## config.mk

```make
export PLATFORM = sky130hd
export DESIGN_NAME = seq_detect_prog
export DESIGN_NICKNAME = d
export VERILOG_FILES = /design/src/rtl/seq_detect_prog.sv
export SDC_FILE = /design/constraint.sdc
export NUM_CORES = 1
export LEC_CHECK = 0
export ABC_AREA = 0
export ABC_CLOCK_PERIOD_IN_PS = 3200
export BUFFER_PORTS_ARGS = -buffer_cell sky130_fd_sc_hd__buf_4
export CELL_PAD_IN_SITES_DETAIL_PLACEMENT = 1
export CELL_PAD_IN_SITES_GLOBAL_PLACEMENT = 1
export CORE_AREA = 2 2 89 91
export CTS_CLUSTER_SIZE = 12
export DETAILED_ROUTE_END_ITERATION = 7
export DIE_AREA = 0 0 91 93
export GPL_TIMING_DRIVEN = 1
export PLACE_DENSITY_LB_ADDON = 0.1
export SYNTH_ARGS = -nofsm -noshare
export SYNTH_HDL_FRONTEND = slang
export SYNTH_SLANG_ARGS = --single-unit
export TNS_END_PERCENT = 20
```

## constraint.sdc

```tcl
create_clock -name clk -period 3.2 [get_ports clk]
set_input_delay 0.64 -clock clk [delete_from_list [all_inputs] [get_ports clk]]
set_output_delay 0.64 -clock clk [all_outputs]
set_load 0.05 [all_outputs]
```

## src/rtl/seq_detect_prog.sv

```systemverilog
`default_nettype none
// ============================================================================
// Module   : seq_detect_prog
// Purpose  : Runtime-programmable Moore serial pattern detector. Holds a
//            pattern of up to PAT_W bits and a length, selectable overlapping
//            or non-overlapping detection, a sample enable, and a saturating
//            match counter.
// Ports    : clk        - system clock, rising edge
//            rst        - synchronous active-high reset
//            signal     - serial data bit, sampled when en=1
//            en         - sample enable
//            cfg_load   - strobe: capture pattern/pat_len/overlap, clear state
//            pattern    - pattern bits, [pat_len-1] received first, [0] last
//            pat_len    - pattern length in bits (0 = detector idle)
//            overlap    - 1 = overlapping detection, 0 = non-overlapping
//            out        - registered one-cycle match flag
//            match_cnt  - saturating count of matches
// Revision : 1.0 - initial release
// ============================================================================
module seq_detect_prog #(
    parameter int               PAT_W   = 8,
    parameter int               LEN_W   = 4,
    parameter int               CNT_W   = 8,
    parameter logic [PAT_W-1:0] PAT_RST = 'h1B,
    parameter int               LEN_RST = 5
) (
    input  logic             clk,
    input  logic             rst,
    input  logic             signal,
    input  logic             en,
    input  logic             cfg_load,
    input  logic [PAT_W-1:0] pattern,
    input  logic [LEN_W-1:0] pat_len,
    input  logic             overlap,
    output logic             out,
    output logic [CNT_W-1:0] match_cnt
);

    localparam int               c_fill_w  = $clog2(PAT_W + 1);
    localparam logic [c_fill_w-1:0] c_fill_max = c_fill_w'(PAT_W);
    localparam logic [LEN_W-1:0] c_len_rst = LEN_W'((LEN_RST > PAT_W) ? PAT_W : LEN_RST);

    logic [PAT_W-1:0]    r_cfg_pat;
    logic [LEN_W-1:0]    r_cfg_len;
    logic                r_cfg_ovl;
    logic [PAT_W-1:0]    r_hist;
    logic [c_fill_w-1:0] r_fill;
    logic                r_out;
    logic [CNT_W-1:0]    r_cnt;

    logic [PAT_W-1:0]    w_hist_n;
    logic [c_fill_w-1:0] w_fill_n;
    logic [PAT_W-1:0]    w_mask;
    logic [LEN_W-1:0]    w_len_clamped;
    logic                w_match;

    // Clamp the requested length at capture time so the compare logic only
    // ever sees 0..PAT_W.
    assign w_len_clamped = (pat_len > LEN_W'(PAT_W)) ? LEN_W'(PAT_W) : pat_len;

    always_comb begin
        w_hist_n = {r_hist[PAT_W-2:0], signal};
        w_fill_n = (r_fill == c_fill_max) ? r_fill : r_fill + 1'b1;
        // Mask selects the low L bits of history and pattern.
        w_mask = '0;
        for (int i = 0; i < PAT_W; i++) begin
            w_mask[i] = (i < int'(r_cfg_len));
        end
        w_match = (r_cfg_len != '0) &&
                  (int'(w_fill_n) >= int'(r_cfg_len)) &&
                  (((w_hist_n ^ r_cfg_pat) & w_mask) == '0);
    end

    always_ff @(posedge clk) begin
        if (rst) begin
            r_cfg_pat <= PAT_RST;
            r_cfg_len <= c_len_rst;
            r_cfg_ovl <= 1'b0;
            r_hist    <= '0;
            r_fill    <= '0;
            r_out     <= 1'b0;
            r_cnt     <= '0;
        end else if (cfg_load) begin
            // cfg_load wins over en: the serial bit of this cycle is dropped.
            r_cfg_pat <= pattern;
            r_cfg_len <= w_len_clamped;
            r_cfg_ovl <= overlap;
            r_hist    <= '0;
            r_fill    <= '0;
            r_out     <= 1'b0;
            r_cnt     <= '0;
        end else if (en) begin
            r_hist <= w_hist_n;
            // Non-overlapping mode restarts the search after a hit by
            // invalidating the history; hist itself keeps shifting.
            r_fill <= (w_match && !r_cfg_ovl) ? '0 : w_fill_n;
            r_out  <= w_match;
            if (w_match && (r_cnt != '1)) begin
                r_cnt <= r_cnt + 1'b1;
            end
        end else begin
            r_out <= 1'b0;
        end
    end

    assign out       = r_out;
    assign match_cnt = r_cnt;

endmodule
`default_nettype wire

```

### Yosys cells after proc, flatten, opt, wreduce, memory -nomap -nowiden

Cells that the tools add are included.

| storage, ports and cells | value |
|---|---|
| register bits | 33 |
| input bits | 18 |
| output and inout port bits | 9 |
| logic and storage cells | 37 |

| cells by class | value |
|---|---|
| add/subtract/negate cells | 2 |
| magnitude comparators | 10 |
| equal/unequal tests | 2 |
| muxes and demuxes | 3 |
| bitwise logic cells | 3 |
| reductions and logical operators | 10 |

Operators with widths:

| cell | count |
|---|---|
| $lt 3x4->1 const A | 4 |
| $mux 4 | 3 |
| $add 8x1->8 const B | 1 |
| $and 8x8->8 | 1 |
| $logic_not 8->1 | 1 |
| $lt 1x4->1 const A | 2 |
| $lt 2x4->1 const A | 2 |
| $ne 8x8->1 const B | 1 |
| $xor 8x8->8 | 1 |
| $add 4x1->4 const B | 1 |
| $eq 4x4->1 const B | 1 |
| $ge 4x4->1 | 1 |
| $gt 4x4->1 const B | 1 |
| $logic_and 1x1->1 | 4 |
| $reduce_bool 4->1 | 1 |
| $reduce_or 3->1 | 1 |
| $reduce_and 2->1 | 1 |
| $reduce_or 2->1 | 1 |
| $logic_not 1->1 | 1 |
| $not 1->1 | 1 |

### Depth between registers and ports, before layout

| depth | value |
|---|---|
| word-level depth | 7 |
| gate-level depth with buffers | 11 |
| depth with buffers taken out | 11 |

### Worst setup path before layout

Ideal clock, no wire load.

| timing | value |
|---|---|
| path type | register -> register |
| start | register r_fill[0] |
| end | register r_fill[1] |
| setup time | 0.060 ns |
| data arrival time | 2.169 ns |
| data required time | 3.140 ns |
| setup slack | 0.971 ns |
| cell stages (with the launch flop) | 12 |
| path buffers | 0 |
| clock period less this slack | 2.229 ns |
| cells stage by stage | dfxtp_1 inv_1 ha_1 nand2_1 nor2_1 xnor2_1 ha_1 nand2b_1 a2111o_1 o211ai_4 or3_1 a41o_1 |

| on the way | value |
|---|---|
| cells in the longest elaborated chain, start to end | 7 |
| elaborated cells between the ends (all ways) | 8 |
| those cells by class | add/sub (1); order compare (1); eq/ne (1); mux (2); reduce/logical (3) |

Ends and longest elaborated chain:

| element | line | source |
|---|---|---|
| start: declaration | 47 | `logic [c_fill_w-1:0] r_fill;` |
| start signal: assignment | 96 | `r_fill <= (w_match && !r_cfg_ovl) ? '0 : w_fill_n;` |
| $add 4x1->4 or $eq 4x4->1 (tied branches) | 63 | `w_fill_n = (r_fill == c_fill_max) ? r_fill : r_fill + 1'b1;` |
| $mux 4 * | 63 |  |
| $ge 4x4->1 | 70 | `(int'(w_fill_n) >= int'(r_cfg_len)) &&` |
| $logic_and 1x1->1 | 69 | `w_match = (r_cfg_len != '0) &&` |
| $logic_and 1x1->1 | 70 |  |
| $logic_and 1x1->1 | 96 |  |
| $mux 4 * | 96 |  |

Mark *: on every way between the ends. The rest lies on a longest branch, timed or not.
A chain may end at the register's enable or synchronous reset.

### Worst setup path after layout

Ends and elaborated chain as after synthesis.

==> impl_metrics.prom <==
# TYPE chip_impl_metric gauge
chip_impl_info{name="status",value="completed"} 1
chip_impl_metric{name="drive_above_1_share",unit=""} 0.183
chip_impl_metric{name="n_fill_cell",unit=""} 936
chip_impl_metric{name="postSynthNetCount",unit=""} 219
chip_impl_metric{name="post-route-period-util",unit=""} 0.766
chip_impl_metric{name="yosys_warn_count",unit=""} 0
chip_impl_metric{name="power.share.sequential",unit=""} 0.510
chip_impl_info{name="min_path_type",value="flop to flop"} 1
chip_impl_metric{name="tightestPinTransition",unit="ns"} 0.518
chip_impl_metric{name="clk_latency",unit="ns"} 0.28
chip_impl_metric{name="num_antenna_cells",unit=""} 0
chip_impl_info{name="worst-setup-path-type",value="flop to flop"} 1
chip_impl_metric{name="yosys_register_bits",unit=""} 33
chip_impl_metric{name="synth_async_sr_flop_share",unit=""} 0
chip_impl_metric{name="timing.critical_path.fanout_max",unit=""} 9
chip_impl_metric{name="power_leakage",unit="nW"} 0.837
chip_impl_info{name="hold_path_end",value="match_cnt[1]$_SDFFE_PP0P_"} 1
chip_impl_info{name="gr-max-usage-layer",value="met2"} 1
chip_impl_metric{name="global_route.overflow_total",unit=""} 0
chip_impl_metric{name="min_path_cells",unit=""} 2
chip_impl_metric{name="netlist-cell-type-count",unit=""} 45
chip_impl_metric{name="grt.met2_usage",unit=""} 0.198
chip_impl_info{name="reg2reg_from",value="r_fill[0]$_SDFFE_PP0P_"} 1
chip_impl_metric{name="floorplan_die_width",unit="um"} 91
chip_impl_metric{name="postLayoutCellArea",unit="sq um"} 2120
chip_impl_metric{name="worst_reg_to_reg_cells",unit=""} 11
chip_impl_metric{name="post-cts-setup-buffers",unit=""} 0
chip_impl_metric{name="hold_buffers",unit=""} 0
chip_impl_metric{name="worst_ep_arrival_time",unit="ns"} 2.68
chip_impl_metric{name="dpl.hpwl",unit="um"} 3320
chip_impl_metric{name="synthCells",unit=""} 194
chip_impl_metric{name="achievable-frequency",unit="MHz"} 408
chip_impl_metric{name="synth_top_area_frac",unit=""} 0.376
chip_impl_metric{name="post_synthesis_sequential_area_ratio",unit=""} 0.376
chip_impl_info{name="cp-start-kind",value="flop"} 1
chip_impl_metric{name="wire_per_inst",unit="um"} 14.0
chip_impl_metric{name="remaining_drc_errors",unit=""} 0
chip_impl_metric{name="power.density",unit="nW/um^2"} 403
chip_impl_metric{name="port_buffers",unit=""} 26
chip_impl_info{name="endpoint_kind",value="flop"} 1
chip_impl_metric{name="detail_route.wirelength",unit="um"} 4500
chip_impl_metric{name="portion_of_total_power_attributed_to_combinational_logic",unit=""} 0.128
chip_impl_metric{name="multiInputGateArea",unit="sq um"} 1020
chip_impl_metric{name="vias_in_the_first_global_route",unit=""} 1532
chip_impl_metric{name="final_hold_viol_count",unit=""} 0
chip_impl_info{name="worstSetupStartpoint",value="r_fill[0]$_SDFFE_PP0P_"} 1
chip_impl_metric{name="req_time_crit_path",unit="ns"} 3.43
chip_impl_metric{name="dieArea",unit="sq um"} 8460
chip_impl_info{name="r2r_end",value="r_fill[1]$_SDFFE_PP0P_"} 1
chip_impl_metric{name="grt_usage",unit=""} 0.117
chip_impl_info{name="grt_setup_unrepaired",value="no"} 1
chip_impl_metric{name="grt_antenna_before_repair",unit=""} 0
chip_impl_metric{name="ioPinCount",unit=""} 27
chip_impl_metric{name="slew-limit-headroom",unit=""} 0.652
chip_impl_metric{name="synth_edf_count",unit=""} 0
chip_impl_metric{name="grt_max_degree",unit=""} 25
chip_impl_metric{name="footprint_of_the_flip_flops_and_latches",unit="sq um"} 661
chip_impl_info{name="cts_tree",value="done"} 1
chip_impl_metric{name="intPower",unit="mW"} 0.624
chip_impl_metric{name="setup-violations-final",unit=""} 0
chip_impl_metric{name="max_cap_viol_count",unit=""} 0
chip_impl_metric{name="ff2ff_setup_slack",unit="ns"} 0.75
chip_impl_metric{name="postCtsResizedCells",unit=""} 0
chip_impl_metric{name="detail_route.first_pass.iterations",unit=""} 4
chip_impl_metric{name="timing.clock.skew",unit="ns"} 0.00496
chip_impl_metric{name="clock_tree.buffer_depth",unit=""} 2
chip_impl_metric{name="clockPowerShare",unit=""} 0.362
chip_impl_metric{name="slew_violations",unit=""} 0
chip_impl_metric{name="cts_inserted_buffers",unit=""} 5
chip_impl_metric{name="shortest_period_the_worst_path_allows",unit="ns"} 2.45
chip_impl_info{name="holdCritStartpoint",value="match_cnt[1]$_SDFFE_PP0P_"} 1
chip_impl_metric{name="numClockSinks",unit=""} 33
chip_impl_metric{name="totalNegativeSetupSlack",unit="ns"} 0
chip_impl_metric{name="netSwitchingFraction",unit=""} 0.269
chip_impl_metric{name="routed-via-count",unit=""} 1443
chip_impl_metric{name="die-height",unit="um"} 93
chip_impl_metric{name="vias_per_cell",unit=""} 4.50
chip_impl_metric{name="floorplan.rows",unit=""} 32
chip_impl_metric{name="htree_levels",unit=""} 2
chip_impl_metric{name="synth_area_per_cell",unit="sq um"} 9.06
chip_impl_info{name="cell_type_contributing_the_most_total_cell_area_after_synthesis",value="sky130_fd_sc_hd__dfxtp_1"} 1
chip_impl_metric{name="dr.first_iter.drc_count",unit=""} 41
chip_impl_metric{name="drt.antenna.violating_nets",unit=""} 0
chip_impl_metric{name="postPlaceCellArea",unit="sq um"} 2040
chip_impl_metric{name="gr-usage-met3",unit=""} 0.0250
chip_impl_metric{name="initial_utilization",unit=""} 0.234
chip_impl_metric{name="core_area",unit="sq um"} 7530
chip_impl_metric{name="ir_worst_vdd",unit="mV"} 0.211
chip_impl_metric{name="gr-usage-met1",unit=""} 0.152
chip_impl_info{name="cts_root_buffer",value="sky130_fd_sc_hd__clkbuf_8"} 1
chip_impl_metric{name="total_switching_power",unit="mW"} 0.230
chip_impl_metric{name="mappedNetlistArea",unit="sq um"} 1760
chip_impl_metric{name="place.gp.congestion",unit=""} 0.752
chip_impl_metric{name="global_route_wire_length_before_repair",unit="um"} 7910
chip_impl_metric{name="layout.nets",unit=""} 243
chip_impl_info{name="synth.top_cells.by_area",value="sky130_fd_sc_hd__dfxtp_1 38%, sky130_fd_sc_hd__mux2i_1 10%, sky130_fd_sc_hd__ha_1 5.0%"} 1
chip_impl_info{name="ys.flop_type",value="sky130_fd_sc_hd__dfxtp_1"} 1
chip_impl_metric{name="cts.reportedPaths.clkPinSlew",unit="ns"} 0.07
chip_impl_metric{name="syn_to_final_growth",unit="%"} 20.5
[through the flow]
step	hold slack (ns)	worst slack, ns	util	total power, mW	cells
6_report	0.503	0.747	0.281	0.855	321
5_1_grt	0.535	0.510	0.281	0.899	321
4_1_cts	0.507	0.730	0.281	0.871	321
3_5_place_dp	0.498	0.761	0.270	0.559	313
3_3_place_gp	0.488	0.762	0.270	0.558	313
2_1_floorplan	0.469	0.971	-	0.522	194
[per-layer routing]
metal,share of wire,up-vias
li1,-,738
met1,0.48,684
met2,0.49,17
met3,0.024,4
met4,0.0089,0
met5,0,-
[power groups by stage]
stage                     logic, mW  clock network, mW  registers (mW)
after detailed placement      0.113                  0           0.446
after global placement        0.112                  0           0.446
final                         0.110              0.309           0.436
after global routing          0.126              0.335           0.439
after CTS                     0.113              0.322           0.437
after floorplan              0.0832                  0           0.439
[cells by family (layout without fill, tap and decap cells)]
family,Yosys count,after routing,synth area share
AO/OA/AOI/OAI,35,35,0.164
buffers and inverters,17,42,0.0448
XOR/XNOR,10,10,0.0498
flip-flops,33,33,0.376
multiplexers,18,18,0.102
AND/OR/NAND/NOR,74,74,0.214
adder cells (fa/ha/maj),7,7,0.0498
[how the worst max path moves through the flow]
| stage | to | slack, ns | depth (start not counted) |
|---|---|---|---|
| 2_1_floorplan | r_fill[1]$_SDFFE_PP0P_ | 0.97 | 11 |
| 3_3_place_gp | r_fill[1]$_SDFFE_PP0P_ | 0.76 | 11 |
| 3_5_place_dp | r_fill[3]$_SDFFE_PP0P_ | 0.76 | 11 |
| 4_1_cts | r_fill[1]$_SDFFE_PP0P_ | 0.73 | 11 |
| 5_1_grt | r_fill[1]$_SDFFE_PP0P_ | 0.51 | 11 |
| 6_report | r_fill[1]$_SDFFE_PP0P_ | 0.75 | 11 |
[cell usage after synthesis, drive strengths merged (3+ instances only)]
library cell	number
dfxtp	33
nand2	22
nor2	20
mux2i	18
ha	7
inv	7
clkbuf	6
nand3	6
xnor2	6
a211o	5
a21oi	5
nor3	5
o21ai	5
or3	5
buf	4
nor2b	4
xor2	4
a31oi	3
or4	3
[cell usage in the layout (no fill, tap or decap), types with 2 or more instances in the layout]
cell / synthesis / layout
sky130_fd_sc_hd__clkbuf_8: 0 / 5
sky130_fd_sc_hd__nor3_1: 4 / 4
sky130_fd_sc_hd__or4_1: 3 / 3
sky130_fd_sc_hd__ha_1: 7 / 7
sky130_fd_sc_hd__a32o_1: 2 / 2
sky130_fd_sc_hd__nand3_1: 6 / 6
sky130_fd_sc_hd__clkinv_2: 0 / 2
sky130_fd_sc_hd__xor2_1: 4 / 4
sky130_fd_sc_hd__xnor2_1: 6 / 6
sky130_fd_sc_hd__nor2_1: 20 / 20
sky130_fd_sc_hd__a211o_1: 5 / 5
sky130_fd_sc_hd__nand2_1: 22 / 22
sky130_fd_sc_hd__o21ai_0: 4 / 4
sky130_fd_sc_hd__nor2b_1: 4 / 4
sky130_fd_sc_hd__o31ai_1: 2 / 2
sky130_fd_sc_hd__or3_1: 5 / 5
sky130_fd_sc_hd__o21a_1: 2 / 2
sky130_fd_sc_hd__a21oi_1: 4 / 4
sky130_fd_sc_hd__dfxtp_1: 33 / 33
sky130_fd_sc_hd__and4_1: 2 / 2
sky130_fd_sc_hd__a31oi_1: 3 / 3
sky130_fd_sc_hd__mux2i_1: 18 / 18
sky130_fd_sc_hd__inv_1: 7 / 7
sky130_fd_sc_hd__buf_4: 0 / 27
[sequential cells by signal, indices dropped and copies added, names as in the netlist]
register,flops
out,1
r_hist,7
r_cfg_pat,8
r_cfg_len,4
r_cfg_ovl,1
r_fill,4
match_cnt,8
[cell type report]
type / count / share of cell area
Multi-Input combinational cell: 144 / 0.481
Inverter: 7 / 0.0124
Clock inverter: 2 / 0.00473
Tap cell: 102 / 0.0602
Timing Repair Buffer: 27 / 0.0957
Clock buffer: 6 / 0.0343
Sequential cell: 33 / 0.312
[worst max-delay path, stage by stage, from the launching register on]
cell and delay (ns):
sky130_fd_sc_hd__dfxtp_1 0.37, sky130_fd_sc_hd__inv_1 0.08, sky130_fd_sc_hd__ha_1 0.20, sky130_fd_sc_hd__nand2_1 0.09, sky130_fd_sc_hd__nor2_1 0.06, sky130_fd_sc_hd__xnor2_1 0.18
sky130_fd_sc_hd__ha_1 0.25, sky130_fd_sc_hd__nand2b_1 0.14, sky130_fd_sc_hd__a2111o_1 0.48, sky130_fd_sc_hd__o211ai_4 0.17, sky130_fd_sc_hd__or3_1 0.21, sky130_fd_sc_hd__a41o_1 0.18
(Power assumes the default switching activity.)
